## src/rtl/medidor_pkg.sv

```systemverilog
// Shared types and defaults for the frequency meter.
// The optional glitch filter is enabled by defining MEDIDOR_FILTRO_EN.
package medidor_pkg;

   typedef enum logic [1:0] {
      IDLE  = 2'd0,
      COUNT = 2'd1,
      LATCH = 2'd2
   } estado_t;

   localparam int unsigned GATE_CYCLES_DEF = 100000000;
   localparam int unsigned CNT_W_DEF       = 26;

   // Bits needed to hold ciclos-1, at least one bit.
   function automatic int unsigned ancho_gate(input int unsigned ciclos);
      return (ciclos > 1) ? $clog2(ciclos) : 1;
   endfunction

   localparam int unsigned GATE_W = ancho_gate(GATE_CYCLES_DEF);

endpackage

```

## src/rtl/sincronizador_flanco.sv

```systemverilog
// 2-flop synchronizer, optional glitch filter (MEDIDOR_FILTRO_EN) and registered
// rising-edge detector. Latency from d_async rise to edge_o is 3 cycles (+FILTER_CYCLES).
module sincronizador_flanco import medidor_pkg::*; #(
   parameter int unsigned FILTER_CYCLES = 4
) (
   input  logic clk,
   input  logic reset,
   input  logic d_async,
   output logic edge_o
);

   logic sinc1_q, sinc2_q;
   logic nivel;
   logic nivel_prev_q, edge_q;

   always_ff @(posedge clk or posedge reset) begin
      if (reset) begin
         sinc1_q <= 1'b0;
         sinc2_q <= 1'b0;
      end else begin
         sinc1_q <= d_async;
         sinc2_q <= sinc1_q;
      end
   end

`ifdef MEDIDOR_FILTRO_EN
   localparam int unsigned FiltW = ancho_gate(FILTER_CYCLES);
   localparam logic [FiltW-1:0] FiltLast = FiltW'(FILTER_CYCLES - 1);

   logic [FiltW-1:0] filt_cnt_q;
   logic             filt_q;

   // The filtered level follows only after FILTER_CYCLES consecutive differing samples.
   always_ff @(posedge clk or posedge reset) begin
      if (reset) begin
         filt_cnt_q <= '0;
         filt_q     <= 1'b0;
      end else if (sinc2_q == filt_q) begin
         filt_cnt_q <= '0;
      end else if (filt_cnt_q == FiltLast) begin
         filt_q     <= sinc2_q;
         filt_cnt_q <= '0;
      end else begin
         filt_cnt_q <= filt_cnt_q + 1'b1;
      end
   end

   assign nivel = filt_q;
`else
   logic unused_filtro;
   assign unused_filtro = ^FILTER_CYCLES;
   assign nivel = sinc2_q;
`endif

   always_ff @(posedge clk or posedge reset) begin
      if (reset) begin
         nivel_prev_q <= 1'b0;
         edge_q       <= 1'b0;
      end else begin
         nivel_prev_q <= nivel;
         edge_q       <= nivel & ~nivel_prev_q;
      end
   end

   assign edge_o = edge_q;

endmodule

```

## src/rtl/medidor_frecuencia.sv

```systemverilog
// Frequency meter: counts sig_in rising edges over a GATE_CYCLES window after start.
// Define MEDIDOR_FILTRO_EN to insert the glitch filter in the input path.
module medidor_frecuencia import medidor_pkg::*; #(
   parameter int unsigned GATE_CYCLES   = GATE_CYCLES_DEF,
   parameter int unsigned CNT_W         = CNT_W_DEF,
   parameter int unsigned FILTER_CYCLES = 4
) (
   input  logic             clk,
   input  logic             reset,
   input  logic             sig_in,
   input  logic             start,
   output logic             busy,
   output logic [CNT_W-1:0] freq_hz,
   output logic             valid,
   output logic             overflow
);

   localparam int unsigned      GateW    = ancho_gate(GATE_CYCLES);
   localparam logic [GateW-1:0] GateLast = GateW'(GATE_CYCLES - 1);
   localparam logic [CNT_W-1:0] CntMax   = '1;

   estado_t          estado_q;
   logic [GateW-1:0] gate_q;
   logic [CNT_W-1:0] cnt_q, cnt_d;
   logic             sat_q, sat_d;
   logic             edge_pulso;

   sincronizador_flanco #(
      .FILTER_CYCLES(FILTER_CYCLES)
   ) u_sincronizador_flanco (
      .clk    (clk),
      .reset  (reset),
      .d_async(sig_in),
      .edge_o (edge_pulso)
   );

   // Saturating edge count including this cycle's edge, so the last gate cycle is counted.
   always_comb begin
      cnt_d = cnt_q;
      sat_d = sat_q;
      if (edge_pulso) begin
         if (cnt_q == CntMax) begin
            sat_d = 1'b1;
         end else begin
            cnt_d = cnt_q + 1'b1;
         end
      end
   end

   always_ff @(posedge clk or posedge reset) begin
      if (reset) begin
         estado_q <= IDLE;
         gate_q   <= '0;
         cnt_q    <= '0;
         sat_q    <= 1'b0;
         busy     <= 1'b0;
         freq_hz  <= '0;
         valid    <= 1'b0;
         overflow <= 1'b0;
      end else begin
         valid <= 1'b0;
         unique case (estado_q)
            IDLE: begin
               if (start) begin
                  estado_q <= COUNT;
                  gate_q   <= '0;
                  cnt_q    <= '0;
                  sat_q    <= 1'b0;
                  busy     <= 1'b1;
               end
            end
            COUNT: begin
               cnt_q  <= cnt_d;
               sat_q  <= sat_d;
               gate_q <= gate_q + 1'b1;
               if (gate_q == GateLast) begin
                  estado_q <= LATCH;
                  freq_hz  <= cnt_d;
                  overflow <= sat_d;
                  valid    <= 1'b1;
               end
            end
            LATCH: begin
               estado_q <= IDLE;
               busy     <= 1'b0;
            end
            default: estado_q <= IDLE;
         endcase
      end
   end

endmodule

```

## config.mk

```make
export PLATFORM = sky130hd
export DESIGN_NAME = medidor_frecuencia
export DESIGN_NICKNAME = d
export VERILOG_FILES = /design/src/rtl/medidor_pkg.sv /design/src/rtl/sincronizador_flanco.sv /design/src/rtl/medidor_frecuencia.sv
export SDC_FILE = /design/constraint.sdc
export NUM_CORES = 1
export LEC_CHECK = 0
export ABC_AREA = 0
export BUFFER_PORTS_ARGS = -buffer_cell sky130_fd_sc_hd__buf_2
export CAP_MARGIN = 20
export CORE_ASPECT_RATIO = 1.1
export CORE_MARGIN = 2
export CORE_UTILIZATION = 55
export CTS_CLUSTER_DIAMETER = 40
export CTS_CLUSTER_SIZE = 24
export DETAILED_ROUTE_END_ITERATION = 6
export PLACE_DENSITY = 0.72
export REMOVE_ABC_BUFFERS = 1
export SLEW_MARGIN = 20
export SYNTH_ARGS = -nofsm -noshare
export SYNTH_HDL_FRONTEND = slang
export SYNTH_SLANG_ARGS = --single-unit
```

## constraint.sdc

```tcl
create_clock -name clk -period 5.1 [get_ports clk]
set_input_delay 0.255 -clock clk [delete_from_list [all_inputs] [get_ports clk]]
set_output_delay 0.255 -clock clk [all_outputs]
set_load 0.02 [all_outputs]
```

After elaboration in Yosys (flattened, before gate mapping):

Cells that the tools add are included.

* equal/unequal tests: 6
* add/sub/neg operators: 2
* multiplexer cells: 17
* reduce and logical (&&, ||, !) cells: 7
* bitwise gates (word level): 2

Operators by type and width (number)
* two-way mux 26 bit: 3
* case mux 27 bit (2 select lines): 1
* case mux 26 bit (2 select lines): 1
* adder 27 x 1 -> 27 bit, second input constant: 1
* equality test 27 bit, second input constant: 1
* two-way mux 27 bit: 1
* adder 26 x 1 -> 26 bit, second input constant: 1
* equality test 26 bit, second input constant: 1
* AND reduction 2 bit: 4
* two-way mux 1 bit: 6
* two-way mux 2 bit: 2
* inequality test 2 bit, second input constant: 2
* case mux 1 bit (2 select lines): 2
* case mux 2 bit (2 select lines): 1
* nonzero test 2 bit: 2
* equality test 2 x 1 -> 1 bit, second input constant: 1
* equality test 2 bit, second input constant: 1
* logical NOT 2 bit: 1
* bitwise AND 1 bit: 1
* NOT 1 bit: 1

* output and inout bits: 29
* logic and storage cells: 46
* input bits: 4
* bits in registers: 89

Depth between registers and ports, before layout:

* word-level depth: 4
* mapped depth: 9
* mapped depth without buffers: 6

Hierarchy:

Synthesis repeated with hierarchy kept, for this count alone.

* cell total of the unflattened synthesis: 501
* area total of the unflattened synthesis: 4638.2 sq um

By module, submodules not included
* medidor_frecuencia: area each 4520.6 sq um, cells each 495, sequential area each 2127.0 sq um, times used 1
* sincronizador_flanco: area each 117.6 sq um, cells each 6, sequential area each 100.1 sq um, times used 1

Worst setup path before layout:

OpenSTA, ideal clock, no wires.

* kind: reg-to-reg
* start point: register gate_q[0]
* end point: register freq_hz[21]
* data required time: 5031 ps
* slack: 2726 ps
* buffers on the path: 2
* data arrival time: 2305 ps
* cell stages (with the launch flop): 9
* path through: dfrtp_1 > ha_1 > nand4_2 > or4_1 > buf_2 > or2_0 > buf_2 > or4_1 > nand3_1

* longest elaborated chain between the ends: 2

RTL lines
* start, declared: RTL line medidor_frecuencia.sv:23 `logic [GateW-1:0] gate_q;`
* start signal, assigned: RTL line medidor_frecuencia.sv:75 `gate_q <= gate_q + 1'b1;`
* equality test 27 bit: RTL line medidor_frecuencia.sv:76 `if (gate_q == GateLast) begin`
* AND reduction 2 bit (no line)
* end signal, assigned: RTL line medidor_frecuencia.sv:78 `freq_hz <= cnt_d;`
* end, declared: RTL line medidor_frecuencia.sv:13 `output logic [CNT_W-1:0] freq_hz,`

Every way passes these cells.
A chain may end at the register's enable or synchronous reset.

Worst setup path after layout:

* start point: register gate_q[0]
* end point: register freq_hz[10]

The elaborated chain is that of the path after synthesis.

==> flow_summary.ini <==
[placed_design]
dp_cells = 624
dpl.hpwl_mm = 7.37
place_congestion = 0.943
numPortBuffers = 32

[die]
start_util_pct = 56.3
core-area_um2 = 8320
die_area_um2 = 9270
num_io_pins = 33
die_w_um = 92.0
fp.dieH_um = 101
fp-row-count = 35

[sta]
drv_slew = 0
slew_headroom_pct = 30.8
worstMarginPinSlew_ns = 1.03
clock.fmax_mhz = 375
fin_crit_sh_pct = 52.3
hold_viol = 0
setup_viol = 0
fin_skew_ns = 0.00819
fin_hold_ws_ns = 0.210
fin_setup_tns_ns = 0
layout_min_cycle_time_ns = 2.67
rsz0062_at_grt = false

[run_status]
outcome = complete, no violations

[finish]
stdcell_count = 641
final_common_cell = dfrtp_1
multi_input_area_um2 = 2230
nFillCells = 741
antenna_cells = 0
fin_nets = 532
layout-area-overhead-vs-synth_pct = 9.75
drive_above_1_share_pct = 10.9
final_cell_mix = dfrtp_1, nand2_1, o21ai_0, buf_2, nand3_1
register_area_um2 = 2230

[synthesis]
ys_warn_count = 0
ys.flop_type = dfrtp_1
synth_edf_count = 0
async_flop_share_pct = 100
synthDistinctLibCells = 46
synth_seq_area_share_pct = 47.5
synth_area_per_cell_um2 = 9.06
syn-instance-count = 517
syn_area_um2 = 4680
ys_ff_latch = 89

[power_and_ir_drop]
pwr-share-clk_pct = 38.2
p_seq_share_pct = 50.1
p_int_mw = 1.20
ir_worst_vdd_mv = 0.134
comb_power_share_pct = 11.7
sw_frac_of_total_pct = 27.0
switching_power_mw = 0.443
p_per_area_nw_per_um2 = 319
leakagePower_nw = 2.24

[cts]
root_buffer = clkbuf_8
htree_levels = 3
postCtsSetupBuffers = 0
cts_buffers = 9
clk_path_buf_depth = 2
clkLatencyLatePin_ns = 0.36
cts_resized = 0
clkTransAtPathRegs_ns = 0.09
cts_tree = built
clock_sinks = 89

[min_path]
hold_depth = 3
hold_start = start
hold_class = input pin to flop
hold_end = busy

[critical_path]
reg2reg_slack_ns = 2.43
worst_ep_arrival_time_ns = 2.96
worstPathRequired_ns = 5.39
r2r-start = gate_q[0]
r2r-end = freq_hz[10]
critPathMaxFanout = 18
r2r_cells = 6
endpoint_kind = flop
path_class = flop to flop
cp-start-kind = flop

[global_route]
grt_overflow_total = 0
grt_pass1_wl_mm = 18.3
grt_max_degree = 76
grt_usage_pct = 24.9
met3_usage_pct = 4.49
antenna_found_initial = 0
grt-busiest-layer = met2
met2_usage_pct = 42.5
grt_util_met1_pct = 31.7
first_global_vias = 3745

[drt]
route.detailed.drc = 0
vias_per_cell = 6.19
dr.pass1.iters = 5
drt-total-wl_mm = 10.9
vias = 3970
drtIter0Drc = 247
postRouteAntennaNets = 0
wl_per_cell_um = 17.0

[job]
cap_violations = 0
[repair_timing]
action,in CTS,in global routing
hold endpoints to repair,15,0
setup endpoints to repair,0,0
hold buffers,2,0
[final cells by class]
cell class,instances,share of cell area [%]
multi-input combinational,369,43.4
sequential,89,43.3
timing repair buffer,39,4.23
tap,111,2.70
clock inverter,5,2.51
clock buffer,10,2.48
inverter,18,1.34
[synth_stat cells (all sizes together) (3+ instances only)]
cell | instances | area, um^2
a31oi | 17 | 106
and2 | 3 | 18.8
buf | 5 | 25.0
and4 | 8 | 70.1
o311ai | 7 | 61.3
dfrtp | 89 | 2230
or4 | 7 | 52.6
o21ai | 41 | 205
nand2 | 67 | 251
nor2 | 22 | 82.6
nor4b | 4 | 35.0
nor4 | 7 | 43.8
a211oi | 3 | 22.5
mux2i | 12 | 120
xor2 | 4 | 35.0
nand3b | 3 | 22.5
o41ai | 4 | 35.0
a21o | 4 | 30.0
and3 | 6 | 37.5
nand3 | 31 | 155
a21oi | 9 | 45.0
or2 | 3 | 18.8
nand4 | 23 | 150
a22o | 5 | 43.8
nor3 | 18 | 95.1
clkbuf | 36 | 135
inv | 18 | 67.6
nand2b | 3 | 18.8
xnor2 | 13 | 114
o211ai | 15 | 113
o31ai | 12 | 90.1
[power groups by stage]
stage	clock [mW]	combinational (mW)	sequential, mW
after floorplan	0	0.152	0.814
after global placement	0	0.187	0.832
after detailed placement	0	0.191	0.834
after CTS	0.638	0.194	0.820
after global routing	0.661	0.217	0.834
final	0.627	0.192	0.823
[worst max-delay path: stages, from the launching register on]
cell,delay [ns]
dfrtp_1,0.41
ha_1,0.24
nand4_2,0.18
or4_1,0.65
or2_1,0.46
or4_1,0.57
nand3_1,0.09
[flip-flops by register name, indices dropped and copies added (netlist names), 2 cells and up]
register  cells
cnt_q        26
freq_hz      26
gate_q       27
estado_q      2
[stage by stage]
step | utilization, % | area (um^2) | setup WS, ns | power [mW]
3_3_place_gp | 58.5 | 4860 | 2.49 | 1.02
3_5_place_dp | 58.5 | 4860 | 2.45 | 1.02
4_1_cts | 61.8 | 5140 | 2.42 | 1.65
6_report | 61.8 | 5140 | 2.43 | 1.64
5_1_grt | 61.8 | 5140 | 2.22 | 1.71
2_1_floorplan | - | 4520 | 2.30 | 0.966
[kinds of logic after synthesis]
logic type	count (synthesis)	synth area share [%]
simple gates	210	23.2
compound gates	127	17.9
flops	89	47.5
buf+inv	59	4.86
xor+xnor	17	3.18
mux	13	2.80
fa+ha+maj	2	0.534
[worst max path at each step]
| stage | depth (start not counted) | slack (ns) | to | start |
|---|---|---|---|---|
| CTS | 6 | 2.42 | freq_hz[10] | gate_q[0] |
| floorplan | 6 | 2.30 | freq_hz[21] | gate_q[0] |
| global route | 7 | 2.22 | overflow | gate_q[1] |
| detailed placement | 6 | 2.45 | freq_hz[10] | gate_q[0] |
| global placement | 6 | 2.49 | freq_hz[10] | gate_q[0] |
| finish | 6 | 2.43 | freq_hz[10] | gate_q[0] |
[metal layers]
layer,vias up,wire (um)
met2,97,5470
met1,1925,4640
li1,1924,-
met3,24,504
met4,0,271
met5,-,0
Note: power is estimated with default switching activity, not from simulation.
